--- config.mk ---
export PLATFORM = sky130hd
export DESIGN_NAME = ram_bist_ctrl_flat
export DESIGN_NICKNAME = d
export VERILOG_FILES = /design/src/rtl/ram_bist_if.sv /design/src/rtl/ram_bist_ctrl.sv /design/src/flat_wrapper.sv
export SDC_FILE = /design/constraint.sdc
export NUM_CORES = 1
export LEC_CHECK = 0
export CORE_UTILIZATION = 57
export CTS_CLUSTER_DIAMETER = 30
export CTS_CLUSTER_SIZE = 20
export DETAILED_ROUTE_END_ITERATION = 16
export DONT_BUFFER_PORTS = 1
export PLACE_DENSITY = 0.75
export SLEW_MARGIN = 10
export SYNTH_ARGS = -nofsm -noshare
export SYNTH_HDL_FRONTEND = slang
export SYNTH_SLANG_ARGS = --single-unit
--- constraint.sdc ---
create_clock -name clk -period 2.4 [get_ports clk]
set_clock_uncertainty 0.2 [all_clocks]
set_input_delay 0 -clock clk [delete_from_list [all_inputs] [get_ports clk]]
set_output_delay 0 -clock clk [all_outputs]
set_load 0.01 [all_outputs]
--- src/rtl/ram_bist_if.sv ---
// ram_bist_if -- RAM-side bus between the BIST controller and the 64x8 RAM.
//
// Signals:
//   ram_data        write data
//   ram_write_addr  write address
//   ram_read_addr   read address
//   ram_we          write enable
//   ram_q           registered read data returned by the RAM (1-cycle latency)
//
// Modports:
//   master  the BIST controller (drives write/read port, receives ram_q)
//   slave   the RAM instance
interface ram_bist_if #(
    parameter int ADDR_WIDTH = 6,
    parameter int DATA_WIDTH = 8
);
    logic [DATA_WIDTH-1:0] ram_data;
    logic [ADDR_WIDTH-1:0] ram_write_addr;
    logic [ADDR_WIDTH-1:0] ram_read_addr;
    logic                  ram_we;
    logic [DATA_WIDTH-1:0] ram_q;

    modport master (
        output ram_data, ram_write_addr, ram_read_addr, ram_we,
        input  ram_q
    );

    modport slave (
        input  ram_data, ram_write_addr, ram_read_addr, ram_we,
        output ram_q
    );
endinterface

--- src/rtl/ram_bist_ctrl.sv ---
// ram_bist_ctrl -- march-test BIST initiator for the 64x8 synchronous RAM.
// Runs W0(up), R0W1(up), R1W0(down), R0(up) on a start pulse and reports
// pass/fail with the first failing address and read data.
//
// Ports:
//   clk        clock, rising edge
//   rst_n      asynchronous active-low reset
//   start      begin a test (honoured only in IDLE or DONE)
//   busy       test running
//   done       test finished, results valid until next start
//   pass       1 = no mismatch (valid while done)
//   fail_addr  address of the first mismatch
//   fail_data  ram_q value at the first mismatch
//   err_count  mismatch count, saturating (only with RAM_BIST_ERR_COUNT_EN)
//   ram        RAM bus (ram_bist_if.master)
//
// Build option: define RAM_BIST_ERR_COUNT_EN to keep running through
// mismatches and count them instead of stopping on the first one.
//
// state  | meaning
// -------+-----------------------------------------------------------
// IDLE   | waiting for start after reset
// W0     | write PATTERN, addr ascending, 1 cycle per address
// R0W1   | read expect PATTERN, write ~PATTERN, ascending, RD/CMP
// R1W0   | read expect ~PATTERN, write PATTERN, descending, RD/CMP
// R0     | read expect PATTERN, no write, ascending, RD/CMP
// DONE   | results held until the next start
module ram_bist_ctrl #(
    parameter int                    ADDR_WIDTH = 6,
    parameter int                    DATA_WIDTH = 8,
    parameter logic [DATA_WIDTH-1:0] PATTERN    = 8'h55
) (
    input  logic                  clk,
    input  logic                  rst_n,
    input  logic                  start,
    output logic                  busy,
    output logic                  done,
    output logic                  pass,
    output logic [ADDR_WIDTH-1:0] fail_addr,
    output logic [DATA_WIDTH-1:0] fail_data,
`ifdef RAM_BIST_ERR_COUNT_EN
    output logic [ADDR_WIDTH+2:0] err_count,
`endif
    ram_bist_if.master            ram
);

    localparam logic [2:0] S_IDLE = 3'd0;
    localparam logic [2:0] S_W0   = 3'd1;
    localparam logic [2:0] S_R0W1 = 3'd2;
    localparam logic [2:0] S_R1W0 = 3'd3;
    localparam logic [2:0] S_R0   = 3'd4;
    localparam logic [2:0] S_DONE = 3'd5;

    logic [2:0]            state;
    logic                  phase;          // 0 = RD, 1 = CMP
    logic [ADDR_WIDTH-1:0] addr;

    logic [DATA_WIDTH-1:0] expected;
    logic [DATA_WIDTH-1:0] wr_value;
    logic                  write_in_cmp;
    logic                  cmp_active;
    logic                  mismatch;
    logic                  addr_is_last;
    logic                  stop_now;       // mismatch that ends the run
    logic                  capture_fail;   // mismatch that is the first one
    logic                  pass_final;     // pass value when R0 completes

    always_comb begin
        expected     = PATTERN;
        wr_value     = PATTERN;
        write_in_cmp = 1'b0;
        case (state)
            S_R0W1: begin
                wr_value     = ~PATTERN;
                write_in_cmp = 1'b1;
            end
            S_R1W0: begin
                expected     = ~PATTERN;
                write_in_cmp = 1'b1;
            end
            default: ;
        endcase

        cmp_active   = phase && ((state == S_R0W1) || (state == S_R1W0) || (state == S_R0));
        mismatch     = cmp_active && (ram.ram_q != expected);
        addr_is_last = (state == S_R1W0) ? (addr == '0) : (addr == '1);

`ifdef RAM_BIST_ERR_COUNT_EN
        stop_now     = 1'b0;
        capture_fail = mismatch && (err_count == '0);
        pass_final   = (err_count == '0) && !mismatch;
`else
        stop_now     = mismatch;
        capture_fail = mismatch;
        pass_final   = 1'b1;
`endif

        // The CMP write is dropped when the mismatch ends the run, so the
        // faulty cell keeps the value that exposed it.
        ram.ram_we = (state == S_W0) || (cmp_active && write_in_cmp && !stop_now);
        ram.ram_data       = ram.ram_we ? wr_value : '0;
        ram.ram_write_addr = addr;
        ram.ram_read_addr  = addr;
    end

    always_ff @(posedge clk or negedge rst_n) begin
        if (!rst_n) begin
            state     <= S_IDLE;
            phase     <= 1'b0;
            addr      <= '0;
            busy      <= 1'b0;
            done      <= 1'b0;
            pass      <= 1'b0;
            fail_addr <= '0;
            fail_data <= '0;
`ifdef RAM_BIST_ERR_COUNT_EN
            err_count <= '0;
`endif
        end else begin
            case (state)
                S_IDLE, S_DONE: begin
                    if (start) begin
                        state     <= S_W0;
                        phase     <= 1'b0;
                        addr      <= '0;
                        busy      <= 1'b1;
                        done      <= 1'b0;
                        pass      <= 1'b0;
                        fail_addr <= '0;
                        fail_data <= '0;
`ifdef RAM_BIST_ERR_COUNT_EN
                        err_count <= '0;
`endif
                    end
                end
                S_W0: begin
                    if (addr_is_last) begin
                        addr  <= '0;
                        state <= S_R0W1;
                    end else begin
                        addr <= addr + 1'b1;
                    end
                end
                S_R0W1, S_R1W0, S_R0: begin
                    if (!phase) begin
                        phase <= 1'b1;
                    end else begin
                        phase <= 1'b0;
                        if (capture_fail) begin
                            fail_addr <= addr;
                            fail_data <= ram.ram_q;
                        end
`ifdef RAM_BIST_ERR_COUNT_EN
                        if (mismatch && (err_count != '1))
                            err_count <= err_count + 1'b1;
`endif
                        if (stop_now) begin
                            state <= S_DONE;
                            busy  <= 1'b0;
                            done  <= 1'b1;
                            pass  <= 1'b0;
                        end else if (addr_is_last) begin
                            case (state)
                                S_R0W1: begin
                                    state <= S_R1W0;
                                    addr  <= '1;
                                end
                                S_R1W0: begin
                                    state <= S_R0;
                                    addr  <= '0;
                                end
                                default: begin
                                    state <= S_DONE;
                                    busy  <= 1'b0;
                                    done  <= 1'b1;
                                    pass  <= pass_final;
                                end
                            endcase
                        end else if (state == S_R1W0) begin
                            addr <= addr - 1'b1;
                        end else begin
                            addr <= addr + 1'b1;
                        end
                    end
                end
                default: state <= S_IDLE;
            endcase
        end
    end

endmodule

--- src/flat_wrapper.sv ---
// flat-port wrapper written by rule: the top's interface ports become plain ports
module ram_bist_ctrl_flat 
#(
    parameter int                    ADDR_WIDTH = 6,
    parameter int                    DATA_WIDTH = 8,
    parameter logic [DATA_WIDTH-1:0] PATTERN    = 8'h55
)
  (clk, rst_n, start, busy, done, pass, fail_addr, fail_data, ram_ram_data, ram_ram_write_addr, ram_ram_read_addr, ram_ram_we, ram_ram_q);
  ram_bist_if #(.ADDR_WIDTH(ADDR_WIDTH), .DATA_WIDTH(DATA_WIDTH)) ram_i ();
  input  logic clk;
  input  logic rst_n;
  input  logic start;
  output logic busy;
  output logic done;
  output logic pass;
  output logic [ADDR_WIDTH-1:0] fail_addr;
  output logic [DATA_WIDTH-1:0] fail_data;
  output wire logic [$bits(ram_i.ram_data)-1:0] ram_ram_data;
  output wire logic [$bits(ram_i.ram_write_addr)-1:0] ram_ram_write_addr;
  output wire logic [$bits(ram_i.ram_read_addr)-1:0] ram_ram_read_addr;
  output wire logic [$bits(ram_i.ram_we)-1:0] ram_ram_we;
  input wire logic [$bits(ram_i.ram_q)-1:0] ram_ram_q;
  assign ram_ram_data = ram_i.ram_data;
  assign ram_ram_write_addr = ram_i.ram_write_addr;
  assign ram_ram_read_addr = ram_i.ram_read_addr;
  assign ram_ram_we = ram_i.ram_we;
  assign ram_i.ram_q = ram_ram_q;
  ram_bist_ctrl #(.ADDR_WIDTH(ADDR_WIDTH), .DATA_WIDTH(DATA_WIDTH), .PATTERN(PATTERN)) u_core (.clk(clk), .rst_n(rst_n), .start(start), .busy(busy), .done(done), .pass(pass), .fail_addr(fail_addr), .fail_data(fail_data), .ram(ram_i));
endmodule
==> impl_metrics.env <==
export IMPL_status="finished, final reports clean"
export IMPL_syn_inst=208
export IMPL_hold_viol=0
export IMPL_clk_path_buf_depth=2
export IMPL_synth_area_leaders="dfrtp_1 37%, a22o_1 6.2%, buf_4 4.9%"
export IMPL_antenna_found_initial=0
export IMPL_core_um2=3050
export IMPL_syn_mean_instance_area_um2=8.82
export IMPL_synthFlopType="dfrtp_1"
export IMPL_syn_to_final_growth_pct=14.9
export IMPL_synthArstFlopShare=1.00
export IMPL_cts_tree="built"
export IMPL_top_layer="met4"
export IMPL_ir_worst_vdd_uv=550
export IMPL_wl_met1_um=2140
export IMPL_preCtsSetupSlack_ns=0.0942
export IMPL_path_clk_slew_ns=0.15
export IMPL_crit_type="reg2reg"
export IMPL_syn_area_um2=1840
export IMPL_place_gp_congestion=0.944
export IMPL_wire_per_inst_um=18.3
export IMPL_hp_class="in2reg"
export IMPL_cts_setup_buffers=0
export IMPL_clk_latency_ns=0.34
export IMPL_fin_crit_sh=0.969
export IMPL_worstMarginPinSlew_ns=0.441
export IMPL_synth_seq_cells=27
export IMPL_hold_slack_ns=0.0256
export IMPL_drc=0
export IMPL_ys_types=56
export IMPL_regArea_um2=678
export IMPL_leakagePower_nw=0.931
export IMPL_end_kind="register"
export IMPL_critPathLaunchType="register"
export IMPL_maxCapViolations=0
export IMPL_dr_wl_met2_um=2310
export IMPL_die_h_um=58.7
export IMPL_syn_nets=221
export IMPL_final_antenna_net_count=0
export IMPL_grt_usage=0.298
export IMPL_grt_overflow=0
export IMPL_synthTopCellsByCount="27 x dfrtp_1, 17 x nand2_1, 13 x a22o_1, 12 x buf_4"
export IMPL_grt_pass1_vias=1633
export IMPL_ioPinCount=49
export IMPL_via_per_inst=6.39
export IMPL_first_pass_iters=4
export IMPL_power_density_nw_per_um2=835
export IMPL_nFillCells=247
export IMPL_slew_violations=0
export IMPL_final_nets=236
export IMPL_antenna_cells=0
export IMPL_multi_input_area_um2=985
export IMPL_drive_gt1_frac=0.203
export IMPL_cts_num_sinks=27
export IMPL_die_area_um2=3450
export IMPL_fin_setup_tns_ns=0
export IMPL_setup_viol_count_final=0
export IMPL_rsz0062_at_grt="no"
export IMPL_h_tree_depth=1
export IMPL_io_buffers=0
export IMPL_cts_root_buffer="clkbuf_4"
export IMPL_grt_pass1_wl_um=7730
export IMPL_place_hpwl_um=3410
export IMPL_synth_edf_count=0
export IMPL_met3_length_um=361
export IMPL_start_util=0.601
export IMPL_via_count=1701
export IMPL_cts_made_buffers=3
export IMPL_die_w_um=58.7
export IMPL_finalWorstSetupSlack_ns=0.0746
export IMPL_yosys_warnings=0
export IMPL_slew_headroom=0.704
export IMPL_yosys_area_top_type="dfrtp_1"
export IMPL_finalWirelength_um=4860
export IMPL_drt_iter0_markers=120
export IMPL_ys_seq_area_frac=0.368
export IMPL_rows=20
export IMPL_fin_crit_ns=2.33
export IMPL_grt_max_degree=28
export IMPL_synth_top_area_frac=0.368
export IMPL_max_clock_freq_ghz=0.430
export IMPL_synth_most_common_cell="dfrtp_1"
export IMPL_cp_max_fo=18
export IMPL_cp_arrival_ns=2.37
export IMPL_cp_required_ns=2.44
==> flip-flops by register name, indices dropped and copies added, names as in the netlist <==
name	flops
u_core.busy	1
u_core.done	1
u_core.fail_addr	6
u_core.fail_data	8
u_core.pass	1
u_core.phase	1
u_core.ram.ram_read_addr	6
u_core.state	3
==> layer usage <==
| metal | vias up | track usage |
|---|---|---|
| met5 | - | 0 |
| met4 | 0 | 0.0748 |
| met3 | 7 | 0.0549 |
| met2 | 78 | 0.492 |
| met1 | 830 | 0.404 |
| li1 | 786 | - |
==> critical path: stages, from the launching register on <==
cell and delay, ns:
dfrtp_1 0.44, buf_4 0.24, inv_1 0.11, nand4_1 0.11, o211ai_1 0.20, buf_4 0.21
a311o_1 0.26, buf_4 0.19, a22o_1 0.26
==> cell families (layout without fill, tap and decap cells) <==
group	Yosys count	count (layout)	share of synthesized area
AND/OR/NAND/NOR	69	69	0.213
multiplexers	1	1	0.00545
XOR/XNOR	2	2	0.00955
buffers and inverters	36	50	0.109
AO/OA/AOI/OAI	71	71	0.281
flip-flops	27	27	0.368
adder cells (fa/ha/maj)	2	2	0.0136
==> stage by stage <==
stage / std cells / total power, mW / cell area, um^2 / utilization
after floorplan: 208 / 1.31 / 1840 / -
after global placement: 249 / 1.47 / 1920 / 0.627
after detailed placement: 249 / 1.49 / 1920 / 0.627
after CTS: 266 / 1.73 / 2090 / 0.686
after global routing: 266 / 1.87 / 2110 / 0.691
final: 266 / 1.76 / 2110 / 0.691
==> area by class of cell <==
type	instances	share of cell area
repair buffers	37	0.157
multi-input cells	145	0.467
flip-flops and latches	27	0.321
inverters	9	0.0160
clock buffers	3	0.0107
clock inverters	1	0.00237
well taps	44	0.0261
==> final timing paths <==
check | start | end | slack [ns] | cells after the start
worst max-delay path | u_core.state[1] | u_core.fail_data[2] | 0.07 | 8
worst min-delay path | ram_ram_q[2] | u_core.state[2] | 0.03 | 4
worst max register to register | u_core.state[1] | u_core.fail_data[2] | 0.07 | 8
worst min register to register | u_core.busy | u_core.busy | 0.38 | 1
max in group asynchronous | rst_n | u_core.ram.ram_read_addr[1] | 1.34 | 4
min in group asynchronous | rst_n | u_core.ram.ram_read_addr[2] | 0.49 | 4
==> cell usage in the layout, fill, tap and decap left out, types with 5 or more instances in the layout <==
cell type      synthesis  final
nor3_1                 5      5
o21ai_0               11     11
buf_4                 12     24
nand2_1               17     17
a21oi_1                9      9
inv_1                  9      9
dlygate4sd3_1          0     11
dfrtp_1               27     25
nor2_1                11     11
a22o_1                13     13
a31oi_1                6      6
nand3_1                9      9
==> power breakdown <==
group | switching, mW | internal [mW]
Combinational | 0.470 | 0.365
Clock | 0.147 | 0.0629
Sequential | 0.155 | 0.560
Total | 0.772 | 0.988
==> what timing repair did <==
item | 4_1_cts | 5_1_grt
endpoints found under the hold margin | 38 | 0
hold buffers | 13 | 0
endpoints found under the setup margin | 0 | 8
resized for setup | 0 | 3
Power figures use the tool's default switching activity.
